--- config.mk ---
export PLATFORM = sky130hd
export DESIGN_NAME = stream_mux_arb
export DESIGN_NICKNAME = d
export VERILOG_FILES = /design/src/rtl/stream_mux_arb.sv
export SDC_FILE = /design/constraint.sdc
export NUM_CORES = 1
export LEC_CHECK = 0
export CORE_MARGIN = 1.5
export CORE_UTILIZATION = 57
export CTS_BUF_LIST = sky130_fd_sc_hd__clkbuf_4 sky130_fd_sc_hd__clkbuf_8
export DETAILED_ROUTE_END_ITERATION = 16
export PLACE_DENSITY = 0.85
export RECOVER_POWER = 50
export SLEW_MARGIN = 20
export SYNTH_ARGS = -nofsm -noshare
export SYNTH_HDL_FRONTEND = slang
export SYNTH_SLANG_ARGS = --single-unit
--- constraint.sdc ---
create_clock -name clk -period 10.37 [get_ports clk]
set_clock_uncertainty 0.1 [all_clocks]
set_input_delay 2.074 -clock clk [delete_from_list [all_inputs] [get_ports clk]]
set_output_delay 2.074 -clock clk [all_outputs]
set_load 0.01 [all_outputs]
--- src/rtl/stream_mux_arb.sv ---
`default_nettype none
// ---------------------------------------------------------------------------
// stream_mux_arb : registered M-to-1 stream mux, sel or round-robin grant held per packet.
// Optional STREAM_MUX_BEAT_CNT_EN adds a saturating output beat counter.  Rev 1.0
// ---------------------------------------------------------------------------
module stream_mux_arb #(
  parameter int NUM_OF_INPUTS = 5,
  parameter int INPUT_WIDTH   = 4,
  parameter int ARB_MODE      = 1
) (
  input  logic                             clk,
  input  logic                             rst,
  input  logic [INPUT_WIDTH-1:0]           in_data [NUM_OF_INPUTS-1:0],
  input  logic [NUM_OF_INPUTS-1:0]         in_valid,
  input  logic [NUM_OF_INPUTS-1:0]         in_last,
  output logic [NUM_OF_INPUTS-1:0]         in_ready,
  input  logic [$clog2(NUM_OF_INPUTS)-1:0] sel,
  output logic [INPUT_WIDTH-1:0]           out_data,
  output logic                             out_valid,
  output logic                             out_last,
  output logic [$clog2(NUM_OF_INPUTS)-1:0] out_chan,
`ifdef STREAM_MUX_BEAT_CNT_EN
  input  logic                             cnt_clr,
  output logic [15:0]                      beat_cnt,
`endif
  input  logic                             out_ready
);

  localparam int SW = $clog2(NUM_OF_INPUTS);
  localparam logic [0:0] IDLE   = 1'b0;
  localparam logic [0:0] LOCKED = 1'b1;

  logic [0:0]             state;
  logic [SW-1:0]          rr_ptr;
  logic [SW-1:0]          lock_chan;
  logic [SW-1:0]          rr_grant;
  logic                   rr_found;
  logic [SW-1:0]          grant;
  logic                   grant_vld;
  logic                   sel_valid;
  logic                   lock_valid;
  logic [INPUT_WIDTH-1:0] data_sel;
  logic                   last_sel;
  logic                   load_en;
  logic                   in_fire;

  // Search starts one past the last served channel so every requester gets a turn.
  always_comb begin
    rr_grant = '0;
    rr_found = 1'b0;
    for (int k = 1; k <= NUM_OF_INPUTS; k++) begin
      if (!rr_found && in_valid[(int'(rr_ptr) + k) % NUM_OF_INPUTS]) begin
        rr_grant = SW'((int'(rr_ptr) + k) % NUM_OF_INPUTS);
        rr_found = 1'b1;
      end
    end
  end

  // Out-of-range sel matches no channel, so it simply never grants.
  always_comb begin
    sel_valid  = 1'b0;
    lock_valid = 1'b0;
    data_sel   = '0;
    last_sel   = 1'b0;
    for (int i = 0; i < NUM_OF_INPUTS; i++) begin
      if (sel == SW'(i))       sel_valid  = in_valid[i];
      if (lock_chan == SW'(i)) lock_valid = in_valid[i];
      if (grant == SW'(i)) begin
        data_sel = in_data[i];
        last_sel = in_last[i];
      end
    end
  end

  always_comb begin
    grant     = lock_chan;
    grant_vld = lock_valid;
    if (state == IDLE) begin
      if (ARB_MODE == 0) begin
        grant     = sel;
        grant_vld = sel_valid;
      end else begin
        grant     = rr_grant;
        grant_vld = rr_found;
      end
    end
  end

  assign load_en = !out_valid || out_ready;
  assign in_fire = grant_vld && load_en && !rst;

  always_comb begin
    in_ready = '0;
    for (int i = 0; i < NUM_OF_INPUTS; i++) begin
      in_ready[i] = in_fire && (grant == SW'(i));
    end
  end

  always_ff @(posedge clk or posedge rst) begin
    if (rst) begin
      out_data  <= '0;
      out_valid <= 1'b0;
      out_last  <= 1'b0;
      out_chan  <= '0;
      state     <= IDLE;
      lock_chan <= '0;
      rr_ptr    <= SW'(NUM_OF_INPUTS - 1);
    end else begin
      if (load_en) begin
        out_valid <= in_fire;
        if (in_fire) begin
          out_data <= data_sel;
          out_last <= last_sel;
          out_chan <= grant;
        end
      end
      if (in_fire) begin
        if (state == IDLE) begin
          if (last_sel) begin
            rr_ptr <= grant;
          end else begin
            state     <= LOCKED;
            lock_chan <= grant;
          end
        end else if (last_sel) begin
          state  <= IDLE;
          rr_ptr <= lock_chan;
        end
      end
    end
  end

`ifdef STREAM_MUX_BEAT_CNT_EN
  always_ff @(posedge clk or posedge rst) begin
    if (rst) begin
      beat_cnt <= '0;
    end else if (cnt_clr) begin
      beat_cnt <= '0;
    end else if (out_valid && out_ready && beat_cnt != 16'hFFFF) begin
      beat_cnt <= beat_cnt + 16'd1;
    end
  end
`endif

endmodule
`default_nettype wire

==> flow_summary.ini <==
[global_routing]
grt_pass1_vias = 3216
grt_max_degree = 40
grt_pass1_wl_um = 15210
grt_use_total_pct = 30.21
antenna_found_initial = 0
grt_overflow = 0

[sta]
drv_slew = 0
rsz0062_at_grt = false
slew_headroom_pct = 45.98
max_freq_ghz = 0.1101
fin_crit_ns = 9.081
hold_viol_final = 0
tns_ns = 0
setup_viol = 0
holdWs_ns = 0.3783
tightestPinTransition_ns = 0.8077
post-route-period-util_pct = 87.57

[cells_and_area]
syn2layout_area_growth_pct = 14.88
nFillCells = 458
diodes = 0
nNetsFinal = 496
final_cell_mix = nand2_1, clkdlybuf4s50_1, ha_1
drive_gt1_share_pct = 11.03

[placed_design]
io_buffer_count = 46
dpl.hpwl_um = 6887
place.gp.congestion = 0.9202

[synth]
synthFlopType = dfrtp_1
ys_warn_count = 0
synth.yosys.seq_area_share_pct = 12.31
syn_area_mm2 = 0.003262
postSynthAreaPerCell_um2 = 7.995
synth_cells = 408
synthDistinctLibCells = 92
async_reset_ff_share_pct = 100.0
synth_edf_count = 0
synth_seq_cells = 16
syn_nets = 468

[worst_hold_path]
hold_class = reg -> reg

[clock_network]
clkSinkCount = 16
htree_levels = 1
ctsHoldBuffers = 0
cts_root_buf = clkbuf_8
path_clk_slew_ns = 0.07
cts_resized = 0
cts_buffer_depth = 2
cts_tree = yes
cts_buffers = 3
post_cts_buffers = 0
insertion_delay_ns = 0.26

[floorplan]
die_h_um = 78.65
core.rowCount = 27
dieArea_mm2 = 0.006185
fp.dieW_um = 78.65
io_pins = 50
core_region_area_mm2 = 0.005507
start_util_pct = 59.24

[critical_path]
cp.arrival_ns = 6.91
required_ns = 8.20
worstSetupStartpointType = flip-flop
cp_max_fo = 25
crit_type = reg -> out
endpoint_kind = output port

[detailed_routing]
dr.pass1.iters = 5
final_antenna_net_count = 0
dr.first_iter.drc_count = 442
vias_per_cell = 6.901
routed_wirelength_um = 9397
num_vias = 3499
drc = 0
wl_per_cell_um = 18.53

[status]
status = complete, no violations

[flow_run]
drv_cap = 0
[worst paths after layout]
check | startpoint | end | slack, ns | cells past startpoint
max | rr_ptr[1] | in_ready[0] | 1.29 | 19
min | out_chan[0] | out_chan[0] | 0.38 | 2
max reg2reg | rr_ptr[1] | lock_chan[2] | 3.63 | 19
min reg2reg | out_chan[0] | out_chan[0] | 0.38 | 2
max in group asynchronous | rst | out_data[0] | 7.50 | 2
min in group asynchronous | rst | lock_chan[0] | 2.26 | 2
[area by class of cell]
class	instances	area, µm²	share of cell area (%)
clock buffer	4	55.05	1.469
tap	72	90.09	2.404
inverter	27	101.3	2.705
multi-input combinational	340	2624	70.02
timing repair buffer	48	475.5	12.69
sequential	16	401.6	10.72
[cells in the mapped netlist (4+ instances only)]
cell | count | area share (%)
o31ai_1 | 5 | 1.2
a21oi_1 | 15 | 2.3
nand2b_1 | 6 | 1.2
nand2_1 | 38 | 4.4
nor3_1 | 9 | 1.4
o22ai_1 | 5 | 0.96
a32oi_1 | 4 | 1.1
nor2_1 | 22 | 2.5
or3_1 | 5 | 0.96
dfrtp_1 | 15 | 12
mux2_2 | 10 | 3.5
nor4_1 | 5 | 0.96
a31oi_1 | 6 | 1.2
a22o_1 | 6 | 1.6
nand4_1 | 7 | 1.3
nand3_1 | 14 | 2.1
buf_2 | 9 | 1.4
xnor2_1 | 7 | 1.9
o211a_1 | 4 | 1.2
buf_1 | 4 | 0.46
clkbuf_1 | 7 | 0.81
inv_1 | 23 | 2.6
mux2i_1 | 12 | 3.7
a21o_1 | 6 | 1.4
a211oi_1 | 7 | 1.6
nor2b_1 | 4 | 0.77
ha_1 | 24 | 9.2
o21a_1 | 4 | 0.92
o211ai_1 | 6 | 1.4
o32ai_1 | 4 | 1.1
a2bb2oi_1 | 4 | 1.1
o21ai_0 | 14 | 2.1
[per-layer routing]
layer	vias to the layer above	global-route usage, %	share of wire, %
met3	22	4.302	7.4
met4	0	9.286	1.9
met5	-	0	0
li1	1633	-	-
met2	189	49.57	48
met1	1655	40.78	43
[cell families after synthesis]
| logic type | after synthesis | share of synthesized area (%) |
|---|---|---|
| compound gates | 143 | 35.56 |
| mux | 28 | 10.24 |
| buf+inv | 52 | 7.249 |
| fa+ha+maj | 24 | 9.206 |
| simple gates | 136 | 22.21 |
| flops | 16 | 12.31 |
| xor+xnor | 9 | 3.222 |
[sequential cells by signal, summed over array words and instances, names as in the netlist]
signal	flops
out_data	4
rr_ptr	3
state	1
out_chan	3
lock_chan	3
out_valid	1
out_last	1
[worst max-delay path, cell delays in order (launching register included)]
cell and delay [ns]:
dfrtp_1 0.60, inv_1 0.31, ha_1 0.86, ha_1 0.33
nor2_1 0.10, a211oi_1 0.39, nor2_1 0.14, ha_1 0.25
nor2b_1 0.16, a2111o_1 0.39, and3_1 0.27, a311o_1 0.32
a32o_1 0.28, nor4_1 0.20, o211ai_1 0.14, and2_1 0.22
nor3_4 0.70, nor3_2 0.19, nor3_1 0.22, clkdlybuf4s50_1 0.57
[metrics by stage]
step	util (%)	worst slack [ns]	cell area (µm²)	instances
3_3_place_gp	67.05	1.944	3692	503
2_1_floorplan	-	2.423	3262	408
6_report	68.05	1.289	3747	507
5_1_grt	68.05	0.9916	3747	507
4_1_cts	68.05	1.489	3747	507
3_5_place_dp	67.05	1.849	3692	503
Power is left out: the tool's default activity adds up to more than one toggle a clock period on the data nets, which glitch-free logic cannot reach.
